<file path="src/rtl/fpu_addsub_pipe.sv">
// fpu_addsub_pipe: multi-cycle floating-point add/subtract with valid/ready
// handshakes on both sides. Word layout {sign, exp, mant}, no subnormals,
// round-to-nearest-even, saturating overflow, flush-to-zero underflow.
//
// state | meaning
// ------+----------------------------------------------------------------
// IDLE  | in_ready high, waiting for operands
// ALIGN | unpack, classify, shift smaller operand into the G/R/S field
// ADD   | add or subtract aligned significands, pick result sign
// NORM  | one right shift on carry-out, else one left shift per cycle
// ROUND | RNE increment, range checks, pack data_out/status_out
// DONE  | out_valid high, result held until out_ready
module fpu_addsub_pipe #(
    parameter int EXP_W = 6,
    parameter int MAN_W = 25,
    localparam int W = 1 + EXP_W + MAN_W
) (
    input  logic         clock,
    input  logic         reset,
    input  logic         in_valid,
    output logic         in_ready,
    input  logic [W-1:0] op_A_in,
    input  logic [W-1:0] op_B_in,
    input  logic         op_sub,
    output logic         out_valid,
    input  logic         out_ready,
    output logic [W-1:0] data_out,
    output logic [3:0]   status_out
);

    // Aligned field: {hidden 1, mant, G, R, S}; sum field adds one carry bit.
    localparam int FLD_W = MAN_W + 4;
    localparam int SUM_W = FLD_W + 1;
    localparam int SIG_W = MAN_W + 1;
    // Working exponent has headroom for +1 carries and negative excursions
    // during long left-normalisation.
    localparam int EXW   = EXP_W + 2;
    localparam int SH_W  = $clog2(FLD_W + 1);

    localparam logic [EXP_W-1:0]      EXP_ONES = '1;
    localparam logic signed [EXW-1:0] EXP_SAT  = EXW'((1 << EXP_W) - 1);

    localparam logic [3:0] ST_INEXACT   = 4'b1000;
    localparam logic [3:0] ST_UNDERFLOW = 4'b0100;
    localparam logic [3:0] ST_OVERFLOW  = 4'b0010;
    localparam logic [3:0] ST_EXACT     = 4'b0001;

    typedef enum logic [2:0] {
        S_IDLE,
        S_ALIGN,
        S_ADD,
        S_NORM,
        S_ROUND,
        S_DONE
    } state_t;

    state_t                  state_q, state_d;
    logic [W-1:0]            a_q, a_d;
    logic [W-1:0]            b_q, b_d;
    logic                    sub_q, sub_d;
    logic [FLD_W-1:0]        big_q, big_d;
    logic [FLD_W-1:0]        small_q, small_d;
    logic                    sign_l_q, sign_l_d;
    logic                    sign_s_q, sign_s_d;
    logic signed [EXW-1:0]   exp_q, exp_d;
    logic                    inf_q, inf_d;
    logic                    inf_sign_q, inf_sign_d;
    logic [SUM_W-1:0]        sum_q, sum_d;
    logic                    sign_q, sign_d;
    logic [W-1:0]            data_q, data_d;
    logic [3:0]              status_q, status_d;

    // Unpack / align helpers
    logic [EXP_W-1:0]        ea, eb, dexp;
    logic                    sgn_a, sgn_b, a_big;
    logic [FLD_W-1:0]        sig_a, sig_b, small_al;
    logic [SH_W-1:0]         shamt;
    logic [2*FLD_W-1:0]      wide_sh;

    // Rounding helpers
    logic                    rnd_g, rnd_r, rnd_s, rnd_lsb, rnd_inc, inexact;
    logic [SIG_W:0]          rnd_sig;
    logic signed [EXW-1:0]   rnd_exp;
    logic [MAN_W-1:0]        rnd_man;

    assign ea    = a_q[MAN_W +: EXP_W];
    assign eb    = b_q[MAN_W +: EXP_W];
    assign sgn_a = a_q[W-1];
    assign sgn_b = b_q[W-1] ^ sub_q;
    assign sig_a = (ea == '0) ? '0 : {1'b1, a_q[MAN_W-1:0], 3'b000};
    assign sig_b = (eb == '0) ? '0 : {1'b1, b_q[MAN_W-1:0], 3'b000};
    assign a_big = (ea >= eb);
    assign dexp  = a_big ? (ea - eb) : (eb - ea);

    // Shifts of the full field width or more leave only the sticky bit.
    assign shamt    = (32'(dexp) >= FLD_W) ? SH_W'(FLD_W) : SH_W'(dexp);
    assign wide_sh  = {(a_big ? sig_b : sig_a), {FLD_W{1'b0}}} >> shamt;
    assign small_al = wide_sh[2*FLD_W-1 -: FLD_W]
                    | {{(FLD_W-1){1'b0}}, |wide_sh[FLD_W-1:0]};

    assign rnd_lsb = sum_q[3];
    assign rnd_g   = sum_q[2];
    assign rnd_r   = sum_q[1];
    assign rnd_s   = sum_q[0];
    assign rnd_inc = rnd_g & (rnd_r | rnd_s | rnd_lsb);
    assign inexact = rnd_g | rnd_r | rnd_s;
    assign rnd_sig = {1'b0, sum_q[FLD_W-1:3]} + {{SIG_W{1'b0}}, rnd_inc};
    assign rnd_exp = exp_q + {{(EXW-1){1'b0}}, rnd_sig[SIG_W]};
    assign rnd_man = rnd_sig[SIG_W] ? rnd_sig[MAN_W:1] : rnd_sig[MAN_W-1:0];

    assign in_ready   = (state_q == S_IDLE) && reset;
    assign out_valid  = (state_q == S_DONE);
    assign data_out   = data_q;
    assign status_out = status_q;

    // Next-state and datapath updates for every phase of the operation.
    always_comb begin
        state_d    = state_q;
        a_d        = a_q;
        b_d        = b_q;
        sub_d      = sub_q;
        big_d      = big_q;
        small_d    = small_q;
        sign_l_d   = sign_l_q;
        sign_s_d   = sign_s_q;
        exp_d      = exp_q;
        inf_d      = inf_q;
        inf_sign_d = inf_sign_q;
        sum_d      = sum_q;
        sign_d     = sign_q;
        data_d     = data_q;
        status_d   = status_q;

        case (state_q)
            S_IDLE: begin
                if (in_valid && in_ready) begin
                    a_d     = op_A_in;
                    b_d     = op_B_in;
                    sub_d   = op_sub;
                    state_d = S_ALIGN;
                end
            end

            S_ALIGN: begin
                big_d      = a_big ? sig_a : sig_b;
                small_d    = small_al;
                sign_l_d   = a_big ? sgn_a : sgn_b;
                sign_s_d   = a_big ? sgn_b : sgn_a;
                exp_d      = EXW'(a_big ? ea : eb);
                inf_d      = (ea == EXP_ONES) || (eb == EXP_ONES);
                inf_sign_d = (ea == EXP_ONES) ? sgn_a : sgn_b;
                state_d    = S_ADD;
            end

            S_ADD: begin
                // With equal exponents the "small" operand may be the larger
                // magnitude, so the subtract direction is decided here.
                if (sign_l_q == sign_s_q) begin
                    sum_d  = {1'b0, big_q} + {1'b0, small_q};
                    sign_d = sign_l_q;
                end else if (big_q >= small_q) begin
                    sum_d  = {1'b0, big_q} - {1'b0, small_q};
                    sign_d = sign_l_q;
                end else begin
                    sum_d  = {1'b0, small_q} - {1'b0, big_q};
                    sign_d = sign_s_q;
                end
                state_d = S_NORM;
            end

            S_NORM: begin
                if (inf_q) begin
                    state_d = S_ROUND;
                end else if (sum_q[SUM_W-1]) begin
                    sum_d   = {1'b0, sum_q[SUM_W-1:2], sum_q[1] | sum_q[0]};
                    exp_d   = exp_q + EXW'(1);
                    state_d = S_ROUND;
                end else if (!sum_q[FLD_W-1] && (sum_q != '0)) begin
                    sum_d = sum_q << 1;
                    exp_d = exp_q - EXW'(1);
                end else begin
                    state_d = S_ROUND;
                end
            end

            S_ROUND: begin
                if (inf_q) begin
                    data_d   = {inf_sign_q, EXP_ONES, {MAN_W{1'b0}}};
                    status_d = ST_OVERFLOW;
                end else if (sum_q == '0) begin
                    data_d   = '0;
                    status_d = ST_EXACT;
                end else if (rnd_exp >= EXP_SAT) begin
                    data_d   = {sign_q, EXP_ONES, {MAN_W{1'b0}}};
                    status_d = ST_OVERFLOW;
                end else if (rnd_exp[EXW-1] || (rnd_exp == '0)) begin
                    data_d   = '0;
                    status_d = ST_UNDERFLOW;
                end else begin
                    data_d   = {sign_q, rnd_exp[EXP_W-1:0], rnd_man};
                    status_d = inexact ? ST_INEXACT : ST_EXACT;
                end
                state_d = S_DONE;
            end

            S_DONE: begin
                if (out_ready) begin
                    state_d = S_IDLE;
                end
            end

            default: begin
                state_d = S_IDLE;
            end
        endcase
    end

    // State and datapath registers; a low reset discards any operation in flight.
    always_ff @(posedge clock) begin
        if (!reset) begin
            state_q    <= S_IDLE;
            a_q        <= '0;
            b_q        <= '0;
            sub_q      <= 1'b0;
            big_q      <= '0;
            small_q    <= '0;
            sign_l_q   <= 1'b0;
            sign_s_q   <= 1'b0;
            exp_q      <= '0;
            inf_q      <= 1'b0;
            inf_sign_q <= 1'b0;
            sum_q      <= '0;
            sign_q     <= 1'b0;
            data_q     <= '0;
            status_q   <= '0;
        end else begin
            state_q    <= state_d;
            a_q        <= a_d;
            b_q        <= b_d;
            sub_q      <= sub_d;
            big_q      <= big_d;
            small_q    <= small_d;
            sign_l_q   <= sign_l_d;
            sign_s_q   <= sign_s_d;
            exp_q      <= exp_d;
            inf_q      <= inf_d;
            inf_sign_q <= inf_sign_d;
            sum_q      <= sum_d;
            sign_q     <= sign_d;
            data_q     <= data_d;
            status_q   <= status_d;
        end
    end

endmodule

</file>
<file path="config.mk">
export PLATFORM = sky130hd
export DESIGN_NAME = fpu_addsub_pipe
export DESIGN_NICKNAME = d
export VERILOG_FILES = /design/src/rtl/fpu_addsub_pipe.sv
export SDC_FILE = /design/constraint.sdc
export NUM_CORES = 1
export LEC_CHECK = 0
export ABC_AREA = 1
export BUFFER_PORTS_ARGS = -buffer_cell sky130_fd_sc_hd__buf_2
export CAP_MARGIN = 20
export CORE_AREA = 2 2 181 183
export CTS_CLUSTER_DIAMETER = 40
export DETAILED_ROUTE_END_ITERATION = 8
export DIE_AREA = 0 0 183 185
export PLACE_DENSITY = 0.71
export SLEW_MARGIN = 15
export SYNTH_ARGS = -nofsm -noshare
export SYNTH_HDL_FRONTEND = slang
export SYNTH_SLANG_ARGS = --single-unit
</file>
<file path="constraint.sdc">
create_clock -name clock -period 4.4 [get_ports clock]
set_clock_uncertainty 0.2 [all_clocks]
set_input_delay 0 -clock clock [delete_from_list [all_inputs] [get_ports clock]]
set_output_delay 0 -clock clock [all_outputs]
set_load 0.03 [all_outputs]
</file>
==> results.txt, run 1 <==
r2r endpoint: data_out[21]
Design Area, Final: 19360 µm²
Reg-to-Reg Start: sum_q[3]
end point of the critical path: data_out[21]
first-pass GRT wire length: 93.41 mm
Final ANT Viol Nets: 0
FFs w/ async S/R, synth: 0
grt ovf: 0
Worst Setup SP: sum_q[3]
Remaining DRCs: 0
Yosys top cell area share: 0.2509
# fillers: 3053
row cnt: 66
total vias in the final route: 18590
max-cap violation count: 0
CTS Buf Count: 31
count leader, synth: nand2_1
warnings from Yosys: 0
syn avg cell area: 6.294 µm²
initial core utilization: 0.5031
max incr delay on CP: 330 ps
Tot GR Track Use: 0.3453
IO buf count: 106
Period minus WS final: 4249 ps
post-layout util: 0.6041
R2R depth: 30
maximum clock insertion buffer count: 3
DRT Pass-1 Iters: 6
placer's final routability congestion estimate: 1.003
f_max: 235.3 MHz
cell count after placement: 2987
vias per cell: 5.875
CP Capture Type: flop
fraction of layout cells with a size suffix above 1: 0.1111
initial antenna violation count: 3
wire length per cell: 18.95 µm
Skew-Pair Late Insertion Delay: 580 ps
Multi-input gate area: 10280 µm²
startpoint types: flop
CTS H-tree lvls: 1
total placed instance area: 16990 µm²
Netlist cell types: 53
Max stage delay cell, worst path: dfxtp_2
Die W: 183 µm
Core ar.: 32040 µm²
top post-synthesis cells by area: dfxtp_1, nand2_1, a21oi_1
Crit path required time: 4700 ps
area grow syn2layout: 20.09%
Post-Synthesis Cells: 2561
final hold violations: 0
DR iter-0 viols: 1988
Slew Viols, Final: 0
fin crit share: 0.9658
post-synthesis net count: 2733
Slew HR: 0.3191
worst slew pin tran: 1021 ps
#FFs+latches synth: 202
Ports: 107
number of global-route vias before repair: 17620
register area: 4046 µm²
sequential-to-total area share from yosys stat: 0.2509
status: completed
largest net degree at the start of global routing: 103
TritonCTS clock tree: done
Commonest cells post-synth: nand2_1, inv_1, a21oi_1
CTS sink cnt: 202
hpwl dp: 43.04 mm
area leader, netlist: dfxtp_1
Hold WS: 14.52 ps
ys flop type: dfxtp_1
crit path kind: reg -> reg
Mapped Area: 16120 µm²
nets@finish: 2903
clock root buffer: clkbuf_16
RSZ-0062 raised after global routing: true
WL final: 59.98 mm
Clock Pin Slew Worst Setup and Hold Paths: 60 ps
Setup Viol. Count Final: 0
critical path fanouts, max: 4
Layout Cells excl Fill: 3165
arrival time worst endpoint: 4550 ps
Post-synth EDFFs: 0
full die area: 33860 µm²
R2R Setup Slk: 150 ps
HP Class: in -> reg
Die Ht: 185 µm
-- through the flow --
stage          setup WS, ps  TNS, ps
2_1_floorplan         58.50        0
3_3_place_gp          95.75        0
3_5_place_dp         -48.21   -97.14
4_1_cts               20.52        0
5_1_grt              -133.4    -1997
6_report              150.7        0
-- worst max-delay path: cells and delay by family (launching register included) --
family	cells	cell delay [ps]
buf+inv	6	510
flops	1	330
fa+ha+maj	2	300
simple gates	19	2440
compound gates	2	220
xor+xnor	1	160
-- worst min-delay path by stage --
| stage | start | endpoint | slack [ps] | cells past startpoint |
|---|---|---|---|---|
| detailed placement | op_B_in[2] | b_q[2] | -0.8 | 3 |
| global route | op_B_in[23] | b_q[23] | 40 | 4 |
| CTS | in_valid | b_q[22] | 1 | 5 |
| floorplan | op_B_in[24] | b_q[24] | -90 | 2 |
| finish | in_valid | a_q[29] | 10 | 4 |
| global placement | op_B_in[8] | b_q[8] | -5 | 3 |
-- area by class of cell --
class / instances / area share
Sequential cell: 202 / 0.2090
Clock inverter: 18 / 0.009114
Tap cell: 408 / 0.02637
Antenna cell: 3 / 0.0003878
Multi-Input combinational cell: 1871 / 0.5311
Inverter: 334 / 0.06490
Timing Repair Buffer: 291 / 0.1151
Clock buffer: 38 / 0.04402
-- state kept, by name, indices dropped and copies added (netlist names) --
signal      count
exp_q           8
sign_q          1
status_out      4
a_q            32
data_out       32
inf_q           1
state_q         3
b_q            32
sub_q           1
sign_l_q        1
big_q          26
sum_q          30
sign_s_q        1
inf_sign_q      1
small_q        29
-- cell families after synthesis --
| family | count (synthesis) | synth area share |
|---|---|---|
| AO/OA/AOI/OAI | 678 | 0.2364 |
| XOR/XNOR | 42 | 0.02282 |
| adder cells (fa/ha/maj) | 103 | 0.08228 |
| buffers and inverters | 488 | 0.1210 |
| flip-flops | 202 | 0.2509 |
| AND/OR/NAND/NOR | 1048 | 0.2867 |
-- per-layer routing --
metal,vias up,share of wire,GRT usage
li1,8952,-,-
met1,8707,0.42,0.4449
met2,795,0.46,0.5826
met3,139,0.067,0.03932
met4,0,0.048,0.1539
met5,-,0,0
-- what timing repair did --
| action | in CTS | in global routing |
|---|---|---|
| setup endpoints to repair | 11 | 33 |
| hold buffers | 111 | 0 |
| gates cloned | 0 | 0 |
| resized for setup | 5 | 37 |
| endpoints found under the hold margin | 92 | 0 |
| setup buffers | 0 | 8 |
| pin swaps | 1 | 13 |
-- placed cells by master (no fill, tap or decap), types with 11 or more instances in the layout --
master         Yosys  layout
clkbuf_16          0      31
a31oi_1           15      15
nand4_1           50      50
a211oi_1          11      11
nor2_1           159     154
a21oi_1          281     274
dlygate4sd3_1      0     111
nor3_1            25      23
o211ai_1          62      62
o21ai_0          224     221
ha_1              98      95
xor2_1            35      34
dfxtp_1          202     200
nand3_1          266     261
a21o_1            11      11
o21ai_1           15      18
buf_2             25     105
buf_4             11      70
nor4_1            16      15
inv_2              9      11
nand2_1          499     497
inv_1            320     317
Power of run 1 is not shown: default switching activity piles up to over one toggle a cycle in this logic, so the estimate is an artifact.
==> run 2, diff against run 1 <==
--- a/config.mk
+++ b/config.mk
@@ -12,7 +12,7 @@
 export CTS_CLUSTER_DIAMETER = 40
 export DETAILED_ROUTE_END_ITERATION = 8
 export DIE_AREA = 0 0 183 185
-export PLACE_DENSITY = 0.71
+export PLACE_DENSITY_LB_ADDON = 0.15
 export SLEW_MARGIN = 15
 export SYNTH_ARGS = -nofsm -noshare
 export SYNTH_HDL_FRONTEND = slang
==> results.txt, run 2 (synthesized netlist as in run 1, its figures left out) <==
status: completed
CTS Buf Count: 35 (+13%)
Skew-Pair Late Insertion Delay: 550 ps (-30 ps)
startpoint types: flop
Slew HR: 0.3644 (+0.04536)
arrival time worst endpoint: 4580 ps (+30 ps)
Remaining DRCs: 0 (unchanged)
row cnt: 66 (unchanged)
CP Capture Type: flop
DR iter-0 viols: 1843 (-7.3%)
Slew Viols, Final: 0 (unchanged)
max-cap violation count: 0 (unchanged)
final hold violations: 0 (unchanged)
Setup Viol. Count Final: 0 (unchanged)
Max stage delay cell, worst path: dfxtp_2
WL final: 61.04 mm (+1.8%)
hpwl dp: 42.28 mm (-1.8%)
Hold WS: 82.53 ps (+68.01 ps)
maximum clock insertion buffer count: 3 (unchanged)
CTS H-tree lvls: 2 (+1)
grt ovf: 0 (unchanged)
initial core utilization: 0.5031 (unchanged)
Die W: 183 µm (unchanged)
largest net degree at the start of global routing: 103 (unchanged)
HP Class: in -> reg
TritonCTS clock tree: done
max incr delay on CP: 330 ps (about the same)
RSZ-0062 raised after global routing: true
worst slew pin tran: 953.4 ps (-68.04 ps)
Ports: 107 (unchanged)
CTS sink cnt: 202 (unchanged)
commonest non-fill, non-tap cell in the layout: nand2_1
number of global-route vias before repair: 18070 (+2.5%)
clock root buffer: clkbuf_16
r2r endpoint: data_out[3]
hold_sp: op_A_in[20]
fin crit share: 0.9800 (+0.01428)
R2R depth: 30 (unchanged)
DRT Pass-1 Iters: 6 (unchanged)
vias per cell: 5.865 (-0.16%)
R2R Setup Slk: 90 ps (-60 ps)
nets@finish: 2985 (+2.8%)
IO buf count: 106 (unchanged)
Bufs and invs on worst path: 6 (unchanged)
Most common cell on crit path: nor2_4
initial antenna violation count: 3 (unchanged)
critical path fanouts, max: 6 (+2)
wire length per cell: 18.79 µm (-0.87%)
Worst Hold End: a_q[20]
f_max: 231.9 MHz (-1.5%)
total vias in the final route: 19060 (+2.5%)
Final ANT Viol Nets: 0 (unchanged)
Clock Pin Slew Worst Setup and Hold Paths: 50 ps (about the same)
Crit path max-delay family: simple AND/OR/NAND/NOR gates
Die Ht: 185 µm (unchanged)
fraction of layout cells with a size suffix above 1: 0.1307 (+0.01961)
Crit path required time: 4670 ps (-30 ps)
Core ar.: 32040 µm² (unchanged)
Hold Crit Depth: 4 (unchanged)
first-pass GRT wire length: 95.44 mm (+2.2%)
most frequent cells in the layout: nand2_1, inv_1, a21oi_1, nand3_1, o21ai_0
Reg-to-Reg Start: sum_q[3]
Tot GR Track Use: 0.3547 (+0.009445)
crit path kind: reg -> reg
Period minus WS final: 4312 ps (+62.83 ps)
area grow syn2layout: 25.94%
placer's final routability congestion estimate: 1.005 (+0.21%)
full die area: 33860 µm² (unchanged)
==> run 2: cell types whose count changed in the layout (fill, tap and decap cells not counted), sizes merged <==
cell         before  now
inv             336  337
nand3           272  273
bufinv            1    6
clkinv           10   12
dlygate4sd3     111  135
buf             180  233
clkbuf           38   39
clkinvlp          5    2
==> run 2: final cells by class <==
cell class                      count  area [µm²]
Antenna cell                        3       7.507
Timing Repair Buffer              368        2877
Fill cell                        2895       11740
Multi-Input combinational cell   1872       10320
Clock buffer                       39       930.9
Tap cell                          408       510.5
Clock inverter                     23       347.8
Inverter                          334        1259
Sequential cell                   202        4046
==> run 2: repair_timing <==
item	4_1_cts	5_1_grt
pin swaps	11	21
setup endpoints to repair	11	34
gates cloned	0	2
buffers inserted	67	10
hold buffers	135	0
gates resized for setup	15	38
hold endpoints to repair	95	0
==> run 2: worst reg2reg max path, delay by kind of cell, from the launching register on <==
kind	cells	cell delay, ps
simple gates	19	2470
buf+inv	6	500
flops	1	330
fa+ha+maj	2	320
compound gates	2	240
xor+xnor	1	170
==> run 2: worst max-delay path by stage <==
| stage | startpoint | endpoint | slack, ps | cells past startpoint |
|---|---|---|---|---|
| final | sum_q[3] | data_out[3] | 90 | 30 |
| after global routing | sum_q[3] | data_out[3] | -210 | 30 |
| after CTS | sum_q[2] | data_out[3] | -9 | 30 |
| after detailed placement | sum_q[3] | data_out[3] | -140 | 30 |
| after global placement | sum_q[3] | data_out[23] | 50 | 30 |
| after floorplan | sum_q[2] | data_out[21] | 60 | 30 |
==> run 2: metrics by stage <==
stage,utilization,setup WS (ps),TNS (ps),instance area (µm²),std cells
2_1_floorplan,-,58.50,0,16130,2561
3_3_place_gp,0.5285,50.83,0,16930,2981
3_5_place_dp,0.5285,-143.9,-1253,16930,2981
4_1_cts,0.6276,-8.632,-8.632,20110,3244
5_1_grt,0.6334,-208.7,-3168,20300,3247
6_report,0.6336,87.83,0,20300,3249
==> run 2: routing by layer <==
| metal | GRT usage | vias up | part of all wire | routed length (µm) |
|---|---|---|---|---|
| met5 | 0 | - | 0 | 0 |
| met4 | 0.1862 | 0 | 0.053 | 3215 |
| met3 | 0.06370 | 179 | 0.075 | 4571 |
| met2 | 0.5845 | 911 | 0.45 | 27770 |
| met1 | 0.4431 | 8846 | 0.42 | 25480 |
| li1 | - | 9119 | - | - |
Power of run 2 is left out for the same reason.
